**src/rtl/accumulator_16bit_pkg.sv**
```systemverilog
// Shared constants and state encoding for the 16-bit job accumulator.
package accumulator_16bit_pkg;

    localparam int DATA_W      = 16;
    localparam int MAX_OPS_DEF = 15;

    typedef enum logic [1:0] {
        ST_IDLE  = 2'd0,
        ST_ACCUM = 2'd1,
        ST_DONE  = 2'd2
    } state_t;

endpackage

```
**src/rtl/accumulator_16bit_rca.sv**
```systemverilog
// 16-bit ripple-carry adder built from a chain of full-adder cells.
module Ripple_Carry_Addr_16bit (
    input  logic [15:0] A,
    input  logic [15:0] B,
    input  logic        cin,
    output logic [15:0] S,
    output logic        cout
);

    logic [16:0] w_c;

    assign w_c[0] = cin;

    for (genvar i = 0; i < 16; i++) begin : g_fa
        assign S[i]     = A[i] ^ B[i] ^ w_c[i];
        assign w_c[i+1] = (A[i] & B[i]) | (w_c[i] & (A[i] ^ B[i]));
    end

    assign cout = w_c[16];

endmodule

```
**src/rtl/accumulator_16bit.sv**
```systemverilog
// Job-based accumulator: sums num_ops operands via a ripple-carry adder,
// tracks sticky carry-out, and presents the result with a valid/ready handshake.
module accumulator_16bit
    import accumulator_16bit_pkg::*;
#(
    parameter int MAX_OPS = MAX_OPS_DEF
) (
    input  logic              clk,
    input  logic              rst,
    input  logic              start,
    input  logic [3:0]        num_ops,
    input  logic              in_valid,
    input  logic [DATA_W-1:0] in_data,
    output logic              in_ready,
    output logic              out_valid,
    input  logic              out_ready,
    output logic [DATA_W-1:0] sum,
    output logic              overflow
);

    localparam logic [3:0] MAX_OPS_4 = 4'(MAX_OPS);

    state_t            r_state;
    state_t            w_next_state;
    logic [DATA_W-1:0] r_acc;
    logic              r_ovf;
    logic [3:0]        r_rem;

    logic [DATA_W-1:0] w_sum;
    logic              w_cout;
    logic              w_accept;
    logic [3:0]        w_ops_clamped;

    Ripple_Carry_Addr_16bit u_rca (
        .A    (r_acc),
        .B    (in_data),
        .cin  (1'b0),
        .S    (w_sum),
        .cout (w_cout)
    );

    assign w_accept      = in_valid & in_ready;
    assign w_ops_clamped = (num_ops > MAX_OPS_4) ? MAX_OPS_4 : num_ops;

    always_ff @(posedge clk) begin
        if (rst) begin
            r_state <= ST_IDLE;
        end else begin
            r_state <= w_next_state;
        end
    end

    always_comb begin
        w_next_state = r_state;
        unique case (r_state)
            ST_IDLE: begin
                if (start) begin
                    w_next_state = (num_ops == 4'd0) ? ST_DONE : ST_ACCUM;
                end
            end
            ST_ACCUM: begin
                if (w_accept && (r_rem == 4'd1)) begin
                    w_next_state = ST_DONE;
                end
            end
            ST_DONE: begin
                if (out_ready) begin
                    w_next_state = ST_IDLE;
                end
            end
            default: w_next_state = ST_IDLE;
        endcase
    end

    // Handshake outputs depend on state only, never on in_valid.
    always_comb begin
        in_ready  = 1'b0;
        out_valid = 1'b0;
        unique case (r_state)
            ST_IDLE:  ;
            ST_ACCUM: in_ready  = 1'b1;
            ST_DONE:  out_valid = 1'b1;
            default:  ;
        endcase
    end

    always_ff @(posedge clk) begin
        if (rst) begin
            r_acc <= '0;
            r_ovf <= 1'b0;
            r_rem <= 4'd0;
        end else begin
            unique case (r_state)
                ST_IDLE: begin
                    if (start) begin
                        r_acc <= '0;
                        r_ovf <= 1'b0;
                        r_rem <= w_ops_clamped;
                    end
                end
                ST_ACCUM: begin
                    if (w_accept) begin
                        r_acc <= w_sum;
                        r_ovf <= r_ovf | w_cout;
                        r_rem <= r_rem - 4'd1;
                    end
                end
                ST_DONE: ;
                default: ;
            endcase
        end
    end

    assign sum      = r_acc;
    assign overflow = r_ovf;

endmodule

```
**config.mk**
```make
export PLATFORM = sky130hd
export DESIGN_NAME = accumulator_16bit
export DESIGN_NICKNAME = d
export VERILOG_FILES = /design/src/rtl/accumulator_16bit_pkg.sv /design/src/rtl/accumulator_16bit_rca.sv /design/src/rtl/accumulator_16bit.sv
export SDC_FILE = /design/constraint.sdc
export NUM_CORES = 1
export LEC_CHECK = 0
export CORE_MARGIN = 8
export CORE_UTILIZATION = 51
export DETAILED_ROUTE_END_ITERATION = 10
export PLACE_DENSITY = 0.85
export SETUP_SLACK_MARGIN = 0.02
export SLEW_MARGIN = 10
export SYNTH_ARGS = -nofsm -noshare
export SYNTH_HDL_FRONTEND = slang
export SYNTH_SLANG_ARGS = --single-unit
```
**constraint.sdc**
```tcl
create_clock -name clk -period 15.55 [get_ports clk]
set_clock_uncertainty 0.1 [all_clocks]
set_input_delay 1.555 -clock clk [delete_from_list [all_inputs] [get_ports clk]]
set_output_delay 1.555 -clock clk [all_outputs]
set_load 0.01 [all_outputs]
```
==> results of run 1 <==
[kinds of logic after synthesis]
family,Yosys count
AOI/OAI and AO/OA,48
adders and majority gates,18
muxes,2
and+or+nand+nor,33
buffers and inverters,45
DFF,23
[metal layers]
layer  up-vias  GRT usage  share of wire
li1        649          -              -
met1       670     0.1997           0.42
met2        44     0.2535           0.51
met3         4    0.04802          0.066
met4         0    0.04688         0.0081
met5         -          0              0
[cell type report]
cell class                      count  area, µm²
Multi-Input combinational cell    101      872.1
Fill cell                         226      828.3
Sequential cell                    23      460.4
Timing Repair Buffer               44      437.9
Inverter                           31      116.4
Tap cell                           31      38.79
Clock buffer                        3      22.52
Clock inverter                      1      5.005
[through the flow]
step | cells | total power (W) | hold slack (ps) | instance area [µm²] | worst slack, ps
3_3_place_gp | 230 | 0.0001060 | 370.6 | 1917 | 7605
3_5_place_dp | 230 | 0.0001085 | 384.9 | 1917 | 7374
5_1_grt | 234 | 0.0001456 | 424.8 | 1953 | 7444
2_1_floorplan | 169 | 0.00009251 | 383.7 | 1515 | 8289
6_report | 234 | 0.0001367 | 402.1 | 1953 | 7707
4_1_cts | 234 | 0.0001367 | 404.6 | 1944 | 7690
[synthesized netlist by cell type (3+ instances only)]
cell type / number
or4_1: 11
o21ai_0: 14
dfxtp_1: 23
clkbuf_1: 8
nand4_1: 5
ha_1: 3
inv_1: 31
fa_1: 15
a21oi_1: 21
nor2_1: 3
[path summary, 6_finish.rpt]
check	startpoint	end	slack, ps	cells past startpoint
worst min register to register	sum[8]$_SDFFE_PP0P_	sum[8]$_SDFFE_PP0P_	400	2
worst min-delay path	sum[8]$_SDFFE_PP0P_	sum[8]$_SDFFE_PP0P_	400	2
worst max register to register	sum[0]$_SDFFE_PP0P_	sum[15]$_SDFFE_PP0P_	9020	22
worst max-delay path	in_data[0]	sum[15]$_SDFFE_PP0P_	7710	23
[power by group through the flow]
stage                      logic, W  registers (W)  clock network [W]
after floorplan           0.0000255      0.0000671                  0
after global placement    0.0000382      0.0000679                  0
after detailed placement  0.0000405      0.0000681                  0
after CTS                 0.0000407      0.0000668          0.0000292
after global routing      0.0000459      0.0000678          0.0000319
final                     0.0000408      0.0000671          0.0000288
[critical path, delay by kind of cell]
family	cells	cell delay, ps
fa+ha+maj	16	5420
buf+inv	5	730
simple gates	1	140
compound gates	1	90
[registers in the layout, summed over array words and instances, names as in the netlist]
| signal | count |
|---|---|
| sum | 16 |
| r_rem | 4 |
| r_state | 2 |
| overflow | 1 |
==> out/results.tsv, run 1 <==
stage	metric	value	unit
clock_tree	postCtsHoldBufs	0	
clock_tree	cts-root-buf	clkbuf_4	
yosys	synth_largest_area_cell	dfxtp_1	
yosys	ys_seq_area_frac	0.3039	
sta	tns	0	ps
sta	worstMarginPinSlew	967.3	ps
yosys	synth_xor_area_frac	0	
yosys	synthTopCellsByArea	dfxtp_1 30%, fa_1 20%, inv_1 7.7%	
clock_tree	cts_setup_buffers	0	
yosys	synth.top_cell.area_share	0.3039	
sta	rsz0062_at_grt	no	
yosys	synth_edf_count	0	
route	wirelength	3824	µm
die	core	0.002781	mm²
die	die_h	70.51	µm
setup_path	max_stage_delay	460	ps
clock_tree	cts_buffers	3	
flow_run	maxCapViolations	0	
setup_path	cp_cell_sequence	clkdlybuf4s50_1 > ha_1 > inv_1 > fa_1 > fa_1 > fa_1 > fa_1 > fa_1 > fa_1 > fa_1 > fa_1 > fa_1 > fa_1 > inv_1 > fa_1 > inv_1 > fa_1 > inv_1 > fa_1 > fa_1 > fa_1 > nand4_1 > a21oi_1	
route	drc_errors	0	
die	dieArea	0.004971	mm²
power_and_ir_drop	leakagePower	0.6960	nW
power_and_ir_drop	p_clk_frac	0.211	
global_route	antenna_found_initial	0	
yosys	yosys_most_used_dff	dfxtp_1	
yosys	ys_types	38	
yosys	synth_compound_area_frac	0.1817	
route	routed_via_density	5.842	
yosys	ys_ff_latch	23	
setup_path	cp_max_fo	1	
sta	finalCritPeriodShare	0.5044	
power_and_ir_drop	switching_share	0.3224	
finish	mostFrequentLayoutCell	clkdlybuf4s50_1	
clock_tree	cts.sinks	23	
clock_tree	max-clock-path-buffers	2	
finish	antenna_cells	0	
route	dr.pass1.iters	4	
yosys	synthMuxAreaShare	0.01652	
yosys	synth-adder-area-share	0.2230	
yosys	synth-simple-area-share	0.1486	
route	vias	1367	
sta	setup_viol	0	
sta	clock.fmax	0.1275	GHz
route	drt-initial-drc-count	97	
die	die_w	70.51	µm
finish	layout-drive-gt1-share	0.04433	
yosys	synth_area	0.001515	mm²
route	wl_per_cell	16.34	µm
global_route	grt_pass1_wl	6727	µm
sta	slew_viol_final	0	
power_and_ir_drop	vdd_drop_max	0.00006251	V
yosys	synth_warnings	0	
finish	final_cell_mix	43 x clkdlybuf4s50_1, 31 x inv_1, 23 x dfxtp_1	
setup_path	worst_path_most_repeated_cell	fa_1	
power_and_ir_drop	power.internal	0.00009263	W
finish	fin_util	0.7022	
power_and_ir_drop	cellPowerDensity	69.99	mW/mm²
outcome	outcome	completed	
setup_path	crit_slowest_cell	clkdlybuf4s50_1	
power_and_ir_drop	power_frac_comb	0.298	
place	gp_congestion	0.8259	
global_route	globalRouteTotalUtil	0.1584	
clock_tree	clk_pin_slew_worst_paths	140	ps
global_route	grt_pass1_vias	1449	
yosys	synthArstFlopShare	0	
sta	finalHoldViolCount	0	
place	hpwlAfterDp	2754	µm
power_and_ir_drop	pwr-share-seq	0.491	
clock_tree	insertion_delay	320	ps
setup_path	crit_type	in2reg	
place	io_buffers	43	
setup_path	required	15620	ps
setup_path	arrival	7910	ps
setup_path	cp-start-kind	primary input	
sta	min_period	7843	ps
clock_tree	tritoncts	done	
clock_tree	htree_levels	1	
sta	relSlewSlack	0.3531	
yosys	synth_nets	212	
yosys	post_synth.cell_area_avg	8.966	µm²
finish	area_growth_syn_to_layout	28.90	%
die	ios	44	
global_route	grt_max_degree	42	
yosys	synth_top_family_by_area	adder cells	
die	start_util	0.5448	
die	num_rows	19	
route	ant_nets	0	
yosys	synth_cells	169	
clock_tree	cts.repair.resized	0	
setup_path	cp-end-kind	flop	
hold_path	hold_path_class	reg2reg	
power_and_ir_drop	switching_power	0.00004407	W
global_route	overflow	0	
finish	nets	247	
No activity file was read; power rests on OpenSTA's default activity.
==> run 2: changes to the inputs <==
Settings changed: CORE_UTILIZATION 51 to 47, PLACE_DENSITY 0.85 to 0.79.
Clock period 15.55 ns to 7.48 ns, I/O delays scaled along.
==> run 2 against run 1 <==
Effect of this change: global-route usage is 0.35 points lower; largest power group unchanged; largest cell class unchanged; power is 110% higher; highest routed layer unchanged; die area is 6.6% higher; non-clock buffer count is 1 higher; sequential power is 110% higher; register-to-register slack worse by 7900 ps; via count is 2.0% lower.
==> out/results.tsv, run 2 (synthesis results as in run 1) <==
stage	metric	value	unit	change
outcome	outcome	completed		
sta	setup_viol	0		unchanged
place	post-place-cells	244		+6.1%
die	die_h	72.78	µm	+3.2%
sta	finalCritPeriodShare	0.9247		
global_route	grt_max_degree	42		unchanged
die	start_util	0.4963		-0.04845
clock_tree	cts_setup_buffers	0		unchanged
sta	clock.fmax	0.1446	GHz	
setup_path	cp-start-kind	primary input		
route	drc_errors	0		unchanged
route	routed_via_density	5.403		-7.5%
clock_tree	tritoncts	done		
route	ant_nets	0		unchanged
route	drt-initial-drc-count	67		-31%
clock_tree	clk_pin_slew_worst_paths	130	ps	about the same
die	core	0.003053	mm²	+9.8%
finish	mostFrequentLayoutCell	clkdlybuf4s50_1		
finish	largest_reg_flops	16		unchanged
setup_path	crit_type	in2reg		
sta	worstMarginPinSlew	932.1	ps	-35.21 ps
setup_path	required	7560	ps	-8060 ps
finish	nets	248		+0.40%
global_route	antenna_found_initial	0		unchanged
die	die_w	72.78	µm	+3.2%
clock_tree	cts-root-buf	clkbuf_4		
clock_tree	htree_levels	1		unchanged
finish	fin_util	0.6447		-0.05753
power_and_ir_drop	vdd_drop_max	0.00008280	V	+32%
sta	relSlewSlack	0.3766		+0.02355
power_and_ir_drop	cellPowerDensity	143.2	mW/mm²	+100%
place	hpwlAfterDp	2839	µm	+3.1%
setup_path	timing.rr.end	sum[15]$_SDFFE_PP0P_		
global_route	grt_pass1_vias	1379		-4.8%
route	vias	1340		-2.0%
global_route	overflow	0		unchanged
clock_tree	insertion_delay	320	ps	about the same
hold_path	hold_depth	2		unchanged
clock_tree	cts.repair.resized	0		unchanged
route	wl_per_cell	15.54	µm	-4.9%
setup_path	arrival	6990	ps	-920 ps
finish	layout-drive-gt1-share	0.04902		+0.004685
setup_path	crit_path_start	in_data[0]		
clock_tree	cts_buffers	3		unchanged
die	dieArea	0.005297	mm²	+6.6%
finish	area_growth_syn_to_layout	29.89	%	
clock_tree	cts.sinks	23		unchanged
sta	finalHoldViolCount	0		unchanged
route	wirelength	3854	µm	+0.78%
hold_path	hold_path_class	reg2reg		
route	dr.pass1.iters	4		unchanged
sta	rsz0062_at_grt	no		
sta	setup_slack	563.5	ps	-7144 ps
place	gp_congestion	0.8224		-0.42%
setup_path	cp_max_fo	1		unchanged
setup_path	cp-end-kind	flop		
sta	slew_viol_final	0		unchanged
clock_tree	max-clock-path-buffers	2		unchanged
place	io_buffers	43		unchanged
hold_path	worstHoldStart	sum[10]$_SDFFE_PP0P_		
sta	min_period	6916	ps	
hold_path	holdPathEnd	sum[10]$_SDFFE_PP0P_		
die	ios	44		unchanged
setup_path	rr_worst_depth	22		unchanged
global_route	grt_pass1_wl	6665	µm	-0.92%
sta	tns	0	ps	unchanged
die	num_rows	20		+1
power_and_ir_drop	leakagePower	0.7002	nW	+0.60%
global_route	globalRouteTotalUtil	0.1549		-0.003547
flow_run	maxCapViolations	0		unchanged
finish	final_cell_mix	43 x clkdlybuf4s50_1, 31 x inv_1, 23 x dfxtp_1		
place	dp_slack	249.8	ps	-7125 ps
setup_path	r2r_slack	1090	ps	-7930 ps
finish	antenna_cells	0		unchanged
finish	stdcell_count	248		+6.0%
setup_path	rr_startpoint	sum[0]$_SDFFE_PP0P_		
clock_tree	postCtsHoldBufs	0		unchanged
==> run 2: cell count changes in the layout (fill, tap and decap cells not counted), sizes merged <==
cell	delta
buf	+1
==> run 2: report_power, final <==
group / total, W / leakage (nW) / internal (W) / switching (W)
Clock: 0.0000586 / 0.0177 / 0.0000200 / 0.0000386
Sequential: 0.000139 / 0.187 / 0.000130 / 0.00000892
Combinational: 0.0000840 / 0.495 / 0.0000420 / 0.0000420
Total: 0.000282 / 0.700 / 0.000192 / 0.0000895
==> run 2: cell type report <==
class	instances	area, µm²
Clock inverter	1	5.005
Multi-Input combinational cell	101	863.3
Inverter	31	116.4
Fill cell	270	1085
Clock buffer	3	22.52
Sequential cell	23	460.4
Timing Repair Buffer	45	445.4
Tap cell	44	55.05
==> run 2: metrics by stage <==
| stage | hold slack, ps | cell area (µm²) | power [W] |
|---|---|---|---|
| global placement | 373.5 | 1941 | 0.0002218 |
| global route | 433.7 | 1968 | 0.0003017 |
| CTS | 407.0 | 1968 | 0.0002844 |
| finish | 404.4 | 1968 | 0.0002818 |
| floorplan | 383.7 | 1515 | 0.0001923 |
| detailed placement | 388.6 | 1941 | 0.0002258 |
==> run 2: worst max path at each step <==
| stage | end | slack, ps | cells after the start |
|---|---|---|---|
| 2_1_floorplan | sum[15]$_SDFFE_PP0P_ | 1030 | 22 |
| 5_1_grt | sum[15]$_SDFFE_PP0P_ | 310 | 23 |
| 3_3_place_gp | sum[15]$_SDFFE_PP0P_ | 370 | 23 |
| 3_5_place_dp | sum[15]$_SDFFE_PP0P_ | 250 | 23 |
| 4_1_cts | sum[15]$_SDFFE_PP0P_ | 580 | 23 |
| 6_report | sum[15]$_SDFFE_PP0P_ | 560 | 23 |
==> run 2: layer usage <==
metal	wire [µm]	global-route usage	part of all wire
met1	1669	0.1884	0.43
met5	0	0	0
met3	295	0.05220	0.077
met4	20	0.02000	0.0052
met2	1868	0.2624	0.48
==> run 2: critical path, stage by stage <==
cell             delay (ps)
clkdlybuf4s50_1         470
ha_1                    140
inv_1                    50
fa_1                    400
fa_1                    410
fa_1                    400
fa_1                    400
fa_1                    400
fa_1                    390
fa_1                    390
fa_1                    390
fa_1                    380
fa_1                    370
inv_1                    70
fa_1                    160
inv_1                    50
fa_1                    350
inv_1                    70
fa_1                    180
fa_1                    180
fa_1                    400
nand4_1                 100
a21oi_1                  80
==> run 3: changes to the inputs <==
--- a/config.mk
+++ b/config.mk
@@ -9,2 +9,4 @@
 export CORE_UTILIZATION = 47
+export CTS_BUF_LIST = sky130_fd_sc_hd__clkbuf_8 sky130_fd_sc_hd__clkbuf_16
+export CTS_CLUSTER_SIZE = 16
 export DETAILED_ROUTE_END_ITERATION = 10
==> constraint.sdc (replaced) <==
create_clock -name clk -period 7.48 [get_ports clk]
set_clock_uncertainty 0.1 [all_clocks]
set_input_delay 1.122 -clock clk [delete_from_list [all_inputs] [get_ports clk]]
set_output_delay 1.122 -clock clk [all_outputs]
set_load 0.01 [all_outputs]
==> run 3 against run 2 <==
Effect of this change: maximum frequency is 4.4% lower; cell area up 0.95%; critical path depth stayed put; final cell count shrank 0.81%; first-iteration DRC count increased by 16%; clock-buffer cell count unchanged; core utilization is 0.61 points higher; hold slack lost 6.9 ps; sequential cell count unchanged; non-clock buffer count shrank 2; global-route usage shrank 1.0 points; critical path type unchanged; largest power group unchanged.
==> out/results.tsv, run 3 (synthesis results as in run 1) <==
stage	metric	value	unit	change
finish	nets	246		-0.81%
die	die_w	72.78	µm	unchanged
setup_path	cp-start-kind	primary input		
finish	antenna_cells	0		unchanged
flow_run	maxCapViolations	0		unchanged
finish	layout-drive-gt1-share	0.04950		+0.0004853
setup_path	max_stage_delay	460	ps	about the same
sta	slew_viol_final	0		unchanged
route	drt-initial-drc-count	78		+16%
finish	largest_reg_flops	16		unchanged
finish	final_cell_mix	43 x clkdlybuf4s50_1, 32 x inv_1, 23 x dfxtp_1		
setup_path	crit_path_start	in_data[0]		
clock_tree	cts.sinks	23		unchanged
power_and_ir_drop	leakagePower	0.7002	nW	about the same
setup_path	cp_max_fo	1		unchanged
route	ant_nets	0		unchanged
finish	mostFrequentLayoutCell	clkdlybuf4s50_1		
global_route	globalRouteTotalUtil	0.1449		-0.01004
sta	setup_viol	0		unchanged
sta	min_period	7235	ps	+318.2 ps
route	wl_per_cell	14.79	µm	-4.8%
die	die_h	72.78	µm	unchanged
sta	worstMarginPinSlew	1154	ps	+222.0 ps
setup_path	timing.rr.end	sum[15]$_SDFFE_PP0P_		
place	io_buffers	43		unchanged
global_route	grt_max_degree	43		+2.4%
route	wirelength	3638	µm	-5.6%
setup_path	cp-end-kind	flop		
place	gp_congestion	0.7747		-5.8%
outcome	outcome	completed		
setup_path	r2r_slack	1200	ps	+110 ps
clock_tree	cts_setup_buffers	0		unchanged
sta	relSlewSlack	0.2296		-0.1471
setup_path	crit_end	sum[15]$_SDFFE_PP0P_		
global_route	grt_pass1_vias	1347		-2.3%
setup_path	required	7480	ps	-80 ps
setup_path	cp_cell_sequence	clkdlybuf4s50_1 > ha_1 > inv_1 > fa_2 > fa_2 > fa_1 > fa_1 > fa_1 > fa_1 > fa_2 > fa_1 > fa_1 > fa_1 > inv_1 > fa_1 > inv_1 > fa_1 > inv_1 > fa_1 > fa_1 > fa_1 > nand4_1 > a21oi_1		
clock_tree	tritoncts	done		
route	vias	1349		+0.67%
setup_path	crit_cells	23		unchanged
setup_path	crit_slowest_cell	clkdlybuf4s50_1		
clock_tree	htree_levels	1		unchanged
finish	num-fill-cells	284		+5.2%
power_and_ir_drop	p_total	0.0002971	W	+5.4%
place	hpwlAfterDp	2614	µm	-7.9%
die	dieArea	0.005297	mm²	unchanged
clock_tree	insertion_delay	250	ps	-70 ps
die	core	0.003053	mm²	unchanged
clock_tree	max-clock-path-buffers	2		unchanged
global_route	grt_pass1_wl	6313	µm	-5.3%
setup_path	crit_type	in2reg		
sta	clock.fmax	0.1382	GHz	-4.4%
finish	area_growth_syn_to_layout	31.13	%	
die	start_util	0.4963		unchanged
setup_path	rr_startpoint	sum[0]$_SDFFE_PP0P_		
die	num_rows	20		unchanged
clock_tree	cts_buffers	3		unchanged
setup_path	crit_family	adder cells		
sta	finalHoldViolCount	0		unchanged
sta	finalCritPeriodShare	0.9672		+0.04254
setup_path	arrival	7240	ps	+250 ps
power_and_ir_drop	vdd_drop_max	0.0001011	V	+22%
finish	fin_util	0.6508		+0.006148
die	ios	44		unchanged
route	routed_via_density	5.484		+1.5%
setup_path	worst-path-buf-inv	5		unchanged
global_route	overflow	0		unchanged
route	dr.pass1.iters	4		unchanged
setup_path	rr_worst_depth	22		unchanged
hold_path	hold_path_class	reg2reg		
clock_tree	cts-root-buf	clkbuf_8		
clock_tree	clk_pin_slew_worst_paths	80	ps	-50 ps
global_route	antenna_found_initial	0		unchanged
setup_path	worst_path_most_repeated_cell	fa_1		
power_and_ir_drop	cellPowerDensity	149.5	mW/mm²	+4.4%
sta	rsz0062_at_grt	no		
route	drc_errors	0		unchanged
run 3: cell types whose count changed in the layout (fill, tap and decap cells not counted):
cell      before  now
clkbuf_8       0    3
buf_4          2    0
fa_2           0    3
clkbuf_4       3    0
mux2i_2        1    0
inv_1         31   32
fa_1          15   12
mux2i_4        0    1
clkinv_2       1    0
run 3: worst min path at each step:
stage / slack (ps) / depth (start not counted) / to / startpoint
2_1_floorplan: 380 / 1 / r_rem[3]$_SDFFE_PP0P_ / r_rem[3]$_SDFFE_PP0P_
3_3_place_gp: 370 / 2 / sum[7]$_SDFFE_PP0P_ / sum[7]$_SDFFE_PP0P_
3_5_place_dp: 390 / 2 / sum[7]$_SDFFE_PP0P_ / sum[7]$_SDFFE_PP0P_
4_1_cts: 400 / 2 / sum[7]$_SDFFE_PP0P_ / sum[7]$_SDFFE_PP0P_
5_1_grt: 410 / 2 / sum[8]$_SDFFE_PP0P_ / sum[8]$_SDFFE_PP0P_
6_report: 400 / 2 / sum[5]$_SDFFE_PP0P_ / sum[5]$_SDFFE_PP0P_
run 3: metrics by stage:
step	setup WS [ps]	std cells	setup TNS (ps)	instance area (µm²)	hold WS [ps]
after floorplan	652.5	169	0	1515	383.7
after global placement	-90.65	242	-90.65	1926	368.5
after detailed placement	-173.0	242	-173.0	1926	387.0
after CTS	48.81	246	0	1971	401.3
after global routing	21.92	246	0	1987	414.2
final	245.3	246	0	1987	397.6
run 3: power by group:
part | switching (W) | total [W] | leakage (nW) | internal [W]
clock network | 0.0000376 | 0.0000741 | 0.0269 | 0.0000365
logic | 0.0000378 | 0.0000796 | 0.486 | 0.0000419
registers | 0.0000132 | 0.000143 | 0.187 | 0.000130
total | 0.0000885 | 0.000297 | 0.700 | 0.000209
run 3: layer usage:
layer,share of wire,global-route usage,vias to the layer above
met2,0.49,0.2455,38
met4,0.0077,0.02222,0
li1,-,-,649
met5,0,0,-
met1,0.42,0.1745,658
met3,0.077,0.04945,4
run 3: area by class of cell:
class | instances | area (µm²) | area share
multi-input cells | 101 | 879.6 | 0.4427
clock inverters | 1 | 3.754 | 0.001889
well taps | 44 | 55.05 | 0.02771
flip-flops and latches | 23 | 460.4 | 0.2317
inverters | 31 | 116.4 | 0.05856
repair buffers | 43 | 430.4 | 0.2166
clock buffers | 3 | 41.29 | 0.02078
run 3: worst reg2reg max path: cells and delay by family, from the launching register on:
kind | cells | cell delay (ps)
AOI/OAI and AO/OA | 1 | 80
adders and majority gates | 16 | 5240
buffers and inverters | 4 | 240
DFF | 1 | 360
and+or+nand+nor | 1 | 100
run 3: repair_timing:
| item | CTS | global route |
|---|---|---|
| endpoints found under the setup margin | 0 | 3 |
| hold buffers | 0 | 0 |
| resized for setup | 0 | 3 |
